File: config.mk
export PLATFORM = sky130hd
export DESIGN_NAME = lif_array_scheduler_flat
export DESIGN_NICKNAME = d
export VERILOG_FILES = /design/src/rtl/lif_array_scheduler_if.sv /design/src/rtl/lif_array_scheduler.sv /design/src/flat_wrapper.sv
export SDC_FILE = /design/constraint.sdc
export NUM_CORES = 1
export LEC_CHECK = 0
export ABC_CLOCK_PERIOD_IN_PS = 4300
export BUFFER_PORTS_ARGS = -buffer_cell sky130_fd_sc_hd__clkbuf_2
export CORE_MARGIN = 2
export CORE_UTILIZATION = 54
export DETAILED_ROUTE_END_ITERATION = 12
export PLACE_DENSITY = 0.77
export SYNTH_ARGS = -nofsm -noshare
export SYNTH_HDL_FRONTEND = slang
export SYNTH_SLANG_ARGS = --single-unit
File: constraint.sdc
create_clock -name clk -period 4.3 [get_ports clk]
set_input_delay 0.215 -clock clk [delete_from_list [all_inputs] [get_ports clk]]
set_output_delay 0.215 -clock clk [all_outputs]
set_load 0.02 [all_outputs]
File: src/rtl/lif_array_scheduler_if.sv
// ---------------------------------------------------------------------------
// lif_array_scheduler_if
// Groups the tile-facing signals of the LIF array scheduler into one bundle.
//   master : tile side; drives tick, current writes, threshold, spk_ready and
//            the debug read index; observes spikes, status and debug data.
//   slave  : the scheduler itself (mirror image of master).
// Signals:
//   tick, cur_we/cur_addr/cur_data, threshold      control and config inputs
//   spk_valid/spk_id/spk_ready                      spike event handshake
//   busy, done, overrun                             sweep status
//   st_rd_addr/st_rd_data                           debug membrane read port
// ---------------------------------------------------------------------------
interface lif_array_scheduler_if #(
   parameter int ID_W   = 2,
   parameter int DATA_W = 8
);
   logic              tick;
   logic              cur_we;
   logic [ID_W-1:0]   cur_addr;
   logic [DATA_W-1:0] cur_data;
   logic [DATA_W-1:0] threshold;
   logic              spk_valid;
   logic [ID_W-1:0]   spk_id;
   logic              spk_ready;
   logic              busy;
   logic              done;
   logic              overrun;
   logic [ID_W-1:0]   st_rd_addr;
   logic [DATA_W-1:0] st_rd_data;

   modport master (
      output tick, cur_we, cur_addr, cur_data, threshold, spk_ready, st_rd_addr,
      input  spk_valid, spk_id, busy, done, overrun, st_rd_data
   );

   modport slave (
      input  tick, cur_we, cur_addr, cur_data, threshold, spk_ready, st_rd_addr,
      output spk_valid, spk_id, busy, done, overrun, st_rd_data
   );
endinterface

File: src/rtl/lif_array_scheduler.sv
// ---------------------------------------------------------------------------
// lif_array_scheduler
// Shares one leaky-integrate-and-fire update datapath across NUM_NEURONS
// virtual neurons. A tick starts a sweep that updates one neuron per cycle in
// index order; a neuron that reaches the threshold is reset to zero and its
// index is offered on the spike handshake before the sweep continues.
// Ports:
//   clk    rising-edge clock
//   rst_n  asynchronous active-low reset (clears all state and current regs)
//   bus    lif_array_scheduler_if.slave: tick, current write port, threshold,
//          spike valid/id/ready, busy/done/overrun status, debug state read
// ---------------------------------------------------------------------------
module lif_array_scheduler #(
   parameter int NUM_NEURONS = 4,
   parameter int ID_W        = 2,
   parameter int DATA_W      = 8,
   parameter int LEAK_SHIFT  = 1
) (
   input  logic                    clk,
   input  logic                    rst_n,
   lif_array_scheduler_if.slave    bus
);

   typedef enum logic [1:0] {
      IDLE  = 2'd0,
      SWEEP = 2'd1,
      EMIT  = 2'd2,
      DONE  = 2'd3
   } state_t;

   state_t            state_q, state_d;
   logic [ID_W-1:0]   idx_q, idx_d;
   logic [DATA_W-1:0] mem_q [NUM_NEURONS];
   logic [DATA_W-1:0] cur_q [NUM_NEURONS];
   logic              overrun_q;

   logic [DATA_W-1:0] v_leak;
   logic [DATA_W:0]   v_sum;
   logic [DATA_W-1:0] v_sat;
   logic              fire;
   logic              last;
   logic              upd_en;
   logic [DATA_W-1:0] upd_val;

   // Shared update datapath for the neuron under the index. The sum carries
   // one extra bit so an overflow can be clamped to all-ones.
   always_comb begin
      v_leak = mem_q[idx_q] >> LEAK_SHIFT;
      v_sum  = {1'b0, v_leak} + {1'b0, cur_q[idx_q]};
      v_sat  = v_sum[DATA_W] ? {DATA_W{1'b1}} : v_sum[DATA_W-1:0];
      fire   = (v_sat >= bus.threshold);
      last   = (idx_q == ID_W'(NUM_NEURONS - 1));
   end

   // Next-state logic. A neuron is written back only in SWEEP; EMIT stalls
   // the sweep with the index parked on the spiking neuron so spk_id is
   // simply the index register.
   always_comb begin
      state_d = state_q;
      idx_d   = idx_q;
      upd_en  = 1'b0;
      upd_val = v_sat;
      case (state_q)
         IDLE: begin
            if (bus.tick) begin
               idx_d   = '0;
               state_d = SWEEP;
            end
         end
         SWEEP: begin
            upd_en = 1'b1;
            if (fire) begin
               upd_val = '0;
               state_d = EMIT;
            end else if (last) begin
               state_d = DONE;
            end else begin
               idx_d = idx_q + ID_W'(1);
            end
         end
         EMIT: begin
            if (bus.spk_ready) begin
               if (last) begin
                  state_d = DONE;
               end else begin
                  idx_d   = idx_q + ID_W'(1);
                  state_d = SWEEP;
               end
            end
         end
         DONE: begin
            state_d = IDLE;
         end
         default: begin
            state_d = IDLE;
         end
      endcase
   end

   // State, membrane and current registers. Current writes land at the edge,
   // so an update in the same cycle still sees the previous current value.
   always_ff @(posedge clk or negedge rst_n) begin
      if (!rst_n) begin
         state_q   <= IDLE;
         idx_q     <= '0;
         overrun_q <= 1'b0;
         for (int i = 0; i < NUM_NEURONS; i++) begin
            mem_q[i] <= '0;
            cur_q[i] <= '0;
         end
      end else begin
         state_q <= state_d;
         idx_q   <= idx_d;
         if (upd_en) begin
            mem_q[idx_q] <= upd_val;
         end
         if (bus.cur_we) begin
            cur_q[bus.cur_addr] <= bus.cur_data;
         end
         if (bus.tick && (state_q != IDLE)) begin
            overrun_q <= 1'b1;
         end
      end
   end

   assign bus.spk_valid  = (state_q == EMIT);
   assign bus.spk_id     = idx_q;
   assign bus.busy       = (state_q != IDLE);
   assign bus.done       = (state_q == DONE);
   assign bus.overrun    = overrun_q;
   assign bus.st_rd_data = mem_q[bus.st_rd_addr];

endmodule

File: src/flat_wrapper.sv
// flat-port wrapper written by rule: the top's interface ports become plain ports
module lif_array_scheduler_flat 
#(
   parameter int NUM_NEURONS = 4,
   parameter int ID_W        = 2,
   parameter int DATA_W      = 8,
   parameter int LEAK_SHIFT  = 1
)
  (clk, rst_n, bus_tick, bus_cur_we, bus_cur_addr, bus_cur_data, bus_threshold, bus_spk_ready, bus_st_rd_addr, bus_spk_valid, bus_spk_id, bus_busy, bus_done, bus_overrun, bus_st_rd_data);
  lif_array_scheduler_if #(.ID_W(ID_W), .DATA_W(DATA_W)) bus_i ();
  input  logic clk;
  input  logic rst_n;
  input wire logic [$bits(bus_i.tick)-1:0] bus_tick;
  input wire logic [$bits(bus_i.cur_we)-1:0] bus_cur_we;
  input wire logic [$bits(bus_i.cur_addr)-1:0] bus_cur_addr;
  input wire logic [$bits(bus_i.cur_data)-1:0] bus_cur_data;
  input wire logic [$bits(bus_i.threshold)-1:0] bus_threshold;
  input wire logic [$bits(bus_i.spk_ready)-1:0] bus_spk_ready;
  input wire logic [$bits(bus_i.st_rd_addr)-1:0] bus_st_rd_addr;
  output wire logic [$bits(bus_i.spk_valid)-1:0] bus_spk_valid;
  output wire logic [$bits(bus_i.spk_id)-1:0] bus_spk_id;
  output wire logic [$bits(bus_i.busy)-1:0] bus_busy;
  output wire logic [$bits(bus_i.done)-1:0] bus_done;
  output wire logic [$bits(bus_i.overrun)-1:0] bus_overrun;
  output wire logic [$bits(bus_i.st_rd_data)-1:0] bus_st_rd_data;
  assign bus_i.tick = bus_tick;
  assign bus_i.cur_we = bus_cur_we;
  assign bus_i.cur_addr = bus_cur_addr;
  assign bus_i.cur_data = bus_cur_data;
  assign bus_i.threshold = bus_threshold;
  assign bus_i.spk_ready = bus_spk_ready;
  assign bus_i.st_rd_addr = bus_st_rd_addr;
  assign bus_spk_valid = bus_i.spk_valid;
  assign bus_spk_id = bus_i.spk_id;
  assign bus_busy = bus_i.busy;
  assign bus_done = bus_i.done;
  assign bus_overrun = bus_i.overrun;
  assign bus_st_rd_data = bus_i.st_rd_data;
  lif_array_scheduler #(.NUM_NEURONS(NUM_NEURONS), .ID_W(ID_W), .DATA_W(DATA_W), .LEAK_SHIFT(LEAK_SHIFT)) u_core (.clk(clk), .rst_n(rst_n), .bus(bus_i));
endmodule
---- After elaboration in Yosys (flattened, before gate mapping) ----
Index checks and enable logic that the tools add are counted.
word-level totals
  output and inout bits ................... 14
  logic and storage cells ................. 68
  register bits after elaboration ......... 69
  input port bits ......................... 25
cells by class
  bitwise operators ....................... 3
  add/sub/neg operators ................... 2
  mux-type cells .......................... 30
  reduce and logical (&&, ||, !) cells .... 8
  equality and inequality tests ........... 8
  $lt $le $gt $ge ......................... 6
operators by type and width
  operator                                                                       number
  8-bit 2-to-1 mux                                                               11
  32-bit bitwise mux                                                             2
  8-bit binary-select mux with 2-bit select                                      3
  8-bit demux with 2-bit select                                                  2
  2-bit 2-to-1 mux                                                               9
  7-bit by 8-bit adder with 9-bit output                                         1
  3-bit greater-or-equal comparator (second input constant)                      3
  2-bit inverter with 3-bit output                                               3
  8-bit greater-or-equal comparator                                              1
  2-bit case mux with 4 select lines                                             1
  2-bit == test (second input constant)                                          3
  3-bit by 1-bit less-than comparator with 1-bit output (second input constant)  2
  2-bit != test (second input constant)                                          3
  2-bit case mux with 3 select lines                                             1
  4-bit AND reduction                                                            1
  1-bit logical AND                                                              3
  3-bit by 1-bit != test with 1-bit output (second input constant)               1
  3-bit AND reduction                                                            1
  3-bit nonzero test                                                             1
  2-bit by 1-bit adder with 2-bit output (second input constant)                 1
  2-bit by 1-bit == test with 1-bit output (second input constant)               1
  2-bit zero test                                                                1
  2-bit nonzero test                                                             1
  1-bit 2-to-1 mux                                                               1

---- Longest topological paths before layout ----
Gate-level depths: netlist of the first run.
  word-level depth ........................ 10
  mapped depth ............................ 17
  mapped depth without buffers ............ 14

---- Worst setup path before layout of the first run ----
OpenSTA, ideal clock, no wires.
  path type ............................... reg-to-reg
  from .................................... reg u_core.idx_q[0] (netlist: u_core.bus.spk_id[0])
  to ...................................... reg u_core.mem_q[0] (netlist bit)
  clock period less this slack ............ 4.701 ns
  path slack .............................. -0.401 ns
  required time ........................... 4.215 ns
  library setup time ...................... 0.085 ns
  arrival time ............................ 4.616 ns
  buffers on the path ..................... 4
  stages on the path, launching flop included .. 18
  path through ............................ dfrtp_1 -> buf_6 -> buf_1 -> mux4_2 -> ha_1 -> a211oi_1 -> o21ai_0 -> o21a_1 -> buf_6 -> a2111oi_4 -> inv_1 -> ha_1 -> and4_1 -> and2_1 -> a32oi_1 -> buf_2 -> o21ai_0 -> o21ai_0
between the ends
  word-level cells in the longest chain between the ends .. 10
  elaborated cells between the ends (all ways) .. 18
  classes of those cells .................. add/sub: 1; order compare: 3; mux: 12; bitwise: 1; reduce/logical: 1
ends and longest elaborated chain
  element                                                       RTL line                                                                          source
  start, declared                                               lif_array_scheduler.sv:32                                                         logic [ID_W-1:0] idx_q, idx_d;
  start signal, assigned                                        lif_array_scheduler.sv:113                                                        idx_q <= idx_d;
  2-bit inverter with 3-bit output (implied by the code) (*)    lif_array_scheduler.sv:48, lif_array_scheduler.sv:49, lif_array_scheduler.sv:115
  8-bit binary-select mux with 2-bit select (on tied branches)  lif_array_scheduler.sv:48, lif_array_scheduler.sv:49
  8-bit 2-to-1 mux (on tied branches) (2 in series)             lif_array_scheduler.sv:48, lif_array_scheduler.sv:49
  7-bit by 8-bit adder with 9-bit output                        lif_array_scheduler.sv:49                                                         v_sum = {1'b0, v_leak} + {1'b0, cur_q[idx_q]};
  8-bit 2-to-1 mux                                              lif_array_scheduler.sv:50                                                         v_sat = v_sum[DATA_W] ? {DATA_W{1'b1}} : v_sum[DATA_W-1:0];
  8-bit greater-or-equal comparator                             lif_array_scheduler.sv:51                                                         fire = (v_sat >= bus.threshold);
  8-bit 2-to-1 mux                                              lif_array_scheduler.sv:72                                                         if (fire) begin
  8-bit 2-to-1 mux                                              lif_array_scheduler.sv:63                                                         case (state_q)
  32-bit bitwise mux (*)                                        lif_array_scheduler.sv:115                                                        mem_q[idx_q] <= upd_val;
  end signal, assigned by index                                 lif_array_scheduler.sv:115
  end, declared                                                 lif_array_scheduler.sv:33                                                         logic [DATA_W-1:0] mem_q [NUM_NEURONS];
Every way passes the cells marked *; elsewhere a longest branch is shown, timed or not. The select of a mux whose other input is x is not followed.
A chain may end at the register's enable or synchronous reset.

---- Final worst setup path of the first run ----
Ends and elaborated chain as after synthesis.

==> results of run 1 <==
metal layers:
| metal | vias up | wire [microns] |
|---|---|---|
| met5 | - | 0 |
| met4 | 0 | 117 |
| met3 | 12 | 457 |
| met2 | 89 | 4230 |
| met1 | 1430 | 3730 |
| li1 | 1298 | - |
state kept, by name, indices dropped and copies added, names as in the netlist:
| signal | flops |
|---|---|
| u_core.bus.overrun | 1 |
| u_core.cur_q | 32 |
| u_core.state_q | 2 |
| u_core.mem_q | 32 |
| u_core.bus.spk_id | 2 |
cell families (layout without fill, tap and decap cells):
| kind of cell | Yosys count | in the layout | synth area share |
|---|---|---|---|
| DFF | 69 | 69 | 0.437 |
| and+or+nand+nor | 57 | 57 | 0.0675 |
| muxes | 76 | 76 | 0.282 |
| AOI/OAI and AO/OA | 57 | 57 | 0.0976 |
| buffers and inverters | 28 | 97 | 0.0307 |
| adders and majority gates | 24 | 24 | 0.0779 |
| xor gates and xnor gates | 3 | 3 | 0.00666 |
what timing repair did:
item | 4_1_cts | 5_1_grt
hold buffers | 1 | 0
hold endpoints to repair | 25 | 0
buffers inserted | 3 | 1
pin swaps | 0 | 3
setup endpoints to repair | 7 | 36
cloned | 0 | 1
resized for setup | 1 | 20
worst paths after layout:
kind	from	cells past startpoint	end
setup reg to reg	u_core.bus.spk_id[0]	14	u_core.mem_q[0]
setup / recovery	u_core.bus.spk_id[0]	14	u_core.mem_q[0]
hold / removal	bus_tick	2	u_core.bus.overrun
min in group asynchronous	rst_n	2	u_core.mem_q[28]
hold reg to reg	u_core.bus.overrun	1	u_core.bus.overrun
max in group asynchronous	rst_n	3	u_core.cur_q[8]
worst max-delay path: cells and delay by family (launching register included):
family          cells  cell delay (ns)
simple gates        2             0.26
buf+inv             2             0.36
mux                 1             0.61
fa+ha+maj           2             0.64
compound gates      7             1.74
flops               1             0.46
cell usage after synthesis, types with 3 or more instances:
cell type  instances
a21o_1             3
a21oi_1           11
a2bb2oi_1          3
clkbuf_1           4
dfrtp_1           69
ha_1              23
inv_1             19
mux2_2            44
mux2i_1            9
mux4_1             3
mux4_2            20
nand2_1           29
nand2b_1           3
nand3_1            6
nor2_1             8
o21a_1             3
o21ai_0           18
o21ai_1            4
final cells by class:
class | instances | area (sq um) | area share
Inverter | 19 | 71.3 | 0.0153
Multi-Input combinational cell | 217 | 2150 | 0.462
Clock inverter | 5 | 75.1 | 0.0161
Sequential cell | 69 | 1730 | 0.372
Clock buffer | 11 | 131 | 0.0282
Tap cell | 99 | 124 | 0.0266
Timing Repair Buffer | 62 | 374 | 0.0804
per-stage QoR:
step,utilization,std cells
after detailed placement,0.606,460
after global placement,0.606,460
after floorplan,-,314
after CTS,0.640,480
final,0.648,482
after global routing,0.648,482
==> out/qor.txt, run 1 <==
Outcome: finished clean
Reg clk slew, reported paths: 0.07 ns
CTS tree: built
Residual DRC: 0
Post-DP HPWL: 6170 microns
Area leader, netlist: dfrtp_1
Syn. warnings: 0
Top cell type's share of synthesized area: 0.437
Vias in the first global route: 2795
Largest cells by area after synthesis: dfrtp_1 (44%), mux2_2 (13%), mux4_2 (11%)
Syn_nets: 363
Max Buffers Root-to-Sink: 2
TritonCTS buffer count: 9
Cells after synthesis: 314
RSZ-0062 raised after global routing: yes
Routed length per placed instance: 17.7 microns
Register area share after synthesis: 0.437
Top_reg_cell synth: dfrtp_1
Post-synth EDFFs: 0
IO Port Bufs: 38
GR Util met2: 0.360
Initial antenna violation count: 0
Startpoint types: flop
Syn avg cell area: 12.6 sq um
Grt met3 use: 0.0526
Fin worst setup slack: 0.133 ns
# diodes: 0
Pre-CTS setup slack: -0.0769 ns
Critical path class: reg2reg
Fin area: 4650 sq um
I/O Pins: 39
Skew final: 0.00754 ns
Crit path top cell by count: o21ai_1
Final Hold Fails: 0
Post-synthesis async set-or-reset flop share: 1.00
Setup_tns: 0 ns
Die width: 89.5 microns
Commonest non-fill, non-tap cells in the layout: dfrtp_1 (68), mux2_2 (44), clkbuf_2 (37)
Final hold slack: 0.103 ns
Core Region: 7180 sq um
Clock Sinks: 69
Initial DRC Count: 200
Vias: 2829
Largest net degree at the start of global routing: 45
Netlist cell types: 44
Met1 GRT Util: 0.307
Most Used Layer, Global Route: met2
First-pass DRT Iterations: 4
Die area: 8010 sq um
Initial Util: 0.550
Grt total ovfl: 0
Most common cell after layout, fill and taps aside: dfrtp_1
CP max stage delay: 0.61 ns
Share of layout cells above drive strength 1: 0.399
Die Ht: 89.5 microns
Min Tclk post-route: 4.17 ns
FILL cells: 551
Reg2Reg Setup Slack: 0.13 ns
First-pass GRT wire length: 13400 microns
Area Growth Syn to Fin: 17.8%
Worst-Margin Slew: 0.698 ns
RD Place Congestion: 0.881
Core Rows: 31
Final setup vio count: 0
GRT Total Usage: 0.225
Final critical-path share of the clock period: 0.969
Htree depth: 3
FF+latch count, synth: 69
Setup crit end kind: flop
Final ANT Viol Nets: 0
Critical Path AT: 4.41 ns
Post-Syn Area: 3950 sq um
Placement Cell Area: 4350 sq um
Vias/cell: 5.87
Highest-delay cell along the critical path: mux4_1
CP Max Fanout: 7
Worst hold-check path type: in2reg
FMAX: 0.240 GHz
Max transition margin: 0.532
CP required: 4.54 ns
Clock Latency Late Sink: 0.34 ns
WL final: 8540 microns
CP Cell Sequence: buf_4, mux4_1, fa_2, a211oi_2, o21ai_1, o21a_2, nor2_1, ha_1, nand2b_1, a2111o_1, a32oi_2, buf_2, o21ai_1, o21ai_0
Clk root buf: clkbuf_8
Post-layout net count: 427
Max Cap Violations: 0
Max Slew Vio Count: 0
Power of run 1 is not shown: default switching activity piles up to over one toggle a cycle in this logic, so the estimate is an artifact.
==> inputs of run 2 (changes only) <==
--- a/config.mk
+++ b/config.mk
@@ -10,6 +10,7 @@
 export CORE_MARGIN = 2
 export CORE_UTILIZATION = 54
 export DETAILED_ROUTE_END_ITERATION = 12
+export GPL_TIMING_DRIVEN = 0
 export PLACE_DENSITY = 0.77
 export SYNTH_ARGS = -nofsm -noshare
 export SYNTH_HDL_FRONTEND = slang
==> run 2 against run 1 <==
Net effect: flip-flop and latch count unchanged; count of clock-buffer cells in the layout rose by 1; design area up 3.8%; global-route usage increased by 0.82 points; clock skew increased by 0.0017 ns; maximum frequency down 1.1%; sequential share of layout area decreased by 1.3 points; critical path depth grew 3; first-iteration DRC count decreased by 7.5%; non-clock buffer count increased by 1.
==> out/qor.txt, run 2 (synthesis results as in run 1) <==
Critical Path AT: 4.43 ns
Share of layout cells above drive strength 1: 0.438
Setup_tns: 0 ns
CP Max Fanout: 7
CP max stage delay: 0.55 ns
Reg area: 1730 sq um
Core Rows: 31
RSZ-0062 raised after global routing: yes
Reg2Reg Setup Slack: 0.09 ns
WL final: 8920 microns
Skew final: 0.00927 ns
I/O Pins: 39
Final setup vio count: 0
Die width: 89.5 microns
Top flop regs: u_core.cur_q (32), u_core.mem_q (32)
Reg clk slew, reported paths: 0.07 ns
Hold path start: bus_tick
CP Cell Sequence: buf_8, mux4_2, ha_4, fa_2, a211oi_2, o21ai_2, o21a_1, buf_6, a2111oi_4, inv_2, ha_4, and4_4, and2_4, a32oi_4, buf_6, o21a_4, mux2_2
Routed length per placed instance: 18.5 microns
Area Growth Syn to Fin: 22.2%
Critical path class: reg2reg
First-pass GRT wire length: 13800 microns
Area of the multi-input gates: 2240 sq um
Register-to-Register Path Depth: 17
Worst hold-check path type: in2reg
Final critical-path share of the clock period: 0.980
Initial DRC Count: 185
Clk root buf: clkbuf_8
Vias/cell: 5.82
# diodes: 0
IO Port Bufs: 36
Core Region: 7180 sq um
Initial Util: 0.550
Htree depth: 3
TritonCTS buffer count: 9
Final std cells w/o fill: 483
Clock Sinks: 69
First-pass DRT Iterations: 5
Clock Latency Late Sink: 0.34 ns
Max transition margin: 0.494
Worst-Margin Slew: 0.755 ns
Highest-delay cell along the critical path: mux4_2
Total stage count of the critical path: 17
Post-DP HPWL: 6040 microns
Die area: 8010 sq um
Max Cap Violations: 0
Buf+Inv Stages, Crit Path: 4
Final hold slack: 0.109 ns
CP required: 4.52 ns
Setup crit end kind: flop
Initial antenna violation count: 0
Cell family with most CP delay: compound AO/OA/AOI/OAI gates
Die Ht: 89.5 microns
FILL cells: 512
CTS tree: built
Most common cell after layout, fill and taps aside: dfrtp_1
Hold Path End: u_core.bus.overrun
Pre-CTS setup slack: -1.06 ns
Vias: 2809
Vias in the first global route: 2813
Final ANT Viol Nets: 0
Post-layout net count: 428
Outcome: finished clean
Startpoint types: flop
Max Buffers Root-to-Sink: 2
Residual DRC: 0
GRT Total Usage: 0.233
Placed insts: 450
Worst flop-to-flop path endpoint: u_core.mem_q[25]
Grt total ovfl: 0
Crit Reg-Reg Startpoint: u_core.bus.spk_id[0]
RD Place Congestion: 0.849
Largest net degree at the start of global routing: 39
FMAX: 0.237 GHz
Min Tclk post-route: 4.21 ns
Commonest non-fill, non-tap cells in the layout: dfrtp_1 (67), mux2_2 (44), clkbuf_2 (35)
Hold Crit Depth: 2
Fin worst setup slack: 0.0851 ns
Max Slew Vio Count: 0
Final Hold Fails: 0
## run 2: changes by cell type in the layout (fill, tap and decap cells not counted), moves of 3 or more
cell,before,now
nand3_2,0,4
o21ai_1,13,16
nor2_1,8,5
o21ai_0,9,3
buf_6,1,5
buf_4,21,14
nand3_1,6,2
o21ai_2,0,3
## run 2: how the worst max path moves through the flow
stage	startpoint	to	slack, ns
after floorplan	u_core.bus.spk_id[0]	u_core.mem_q[0]	0.07
after global placement	u_core.bus.spk_id[1]	u_core.mem_q[0]	-0.89
after detailed placement	u_core.bus.spk_id[1]	u_core.mem_q[16]	-1.06
after CTS	u_core.bus.spk_id[0]	u_core.mem_q[25]	0.001
after global routing	u_core.bus.spk_id[0]	u_core.mem_q[18]	-0.03
final	u_core.bus.spk_id[0]	u_core.mem_q[25]	0.09
## run 2: area by class of cell
class / count / share of cell area
Tap cell: 99 / 0.0257
Timing Repair Buffer: 55 / 0.0728
Clock buffer: 12 / 0.0301
Multi-Input combinational cell: 217 / 0.464
Inverter: 19 / 0.0148
Sequential cell: 69 / 0.358
Buffer: 8 / 0.0148
Clock inverter: 4 / 0.0197
## run 2: worst reg2reg max path: stages (launching register included)
cell       delay (ns)
dfrtp_2          0.39
buf_8            0.14
mux4_2           0.56
ha_4             0.19
fa_2             0.35
a211oi_2         0.27
o21ai_2          0.11
o21a_1           0.18
buf_6            0.14
a2111oi_4        0.28
inv_2            0.08
ha_4             0.27
and4_4           0.24
and2_4           0.15
a32oi_4          0.15
buf_6            0.19
o21a_4           0.13
mux2_2           0.26
## run 2: layer usage
| metal | vias to the layer above | share of wire | global-route usage |
|---|---|---|---|
| met5 | - | 0 | 0 |
| met4 | 0 | 0.015 | 0.0719 |
| met3 | 13 | 0.047 | 0.0628 |
| met2 | 80 | 0.52 | 0.385 |
| met1 | 1421 | 0.42 | 0.301 |
| li1 | 1295 | - | - |
## run 2: through the flow
stage | util | area (sq um)
global placement | 0.593 | 4260
detailed placement | 0.597 | 4280
floorplan | - | 3950
finish | 0.673 | 4830
CTS | 0.654 | 4690
global route | 0.673 | 4830
## run 2: timing repair
| action | 4_1_cts | 5_1_grt |
|---|---|---|
| endpoints found under the hold margin | 31 | 0 |
| pin swaps | 6 | 15 |
| gates resized for setup | 26 | 31 |
| hold buffers | 1 | 0 |
| buffers inserted | 9 | 8 |
| endpoints found under the setup margin | 36 | 36 |
Power of run 2 is left out for the same reason.
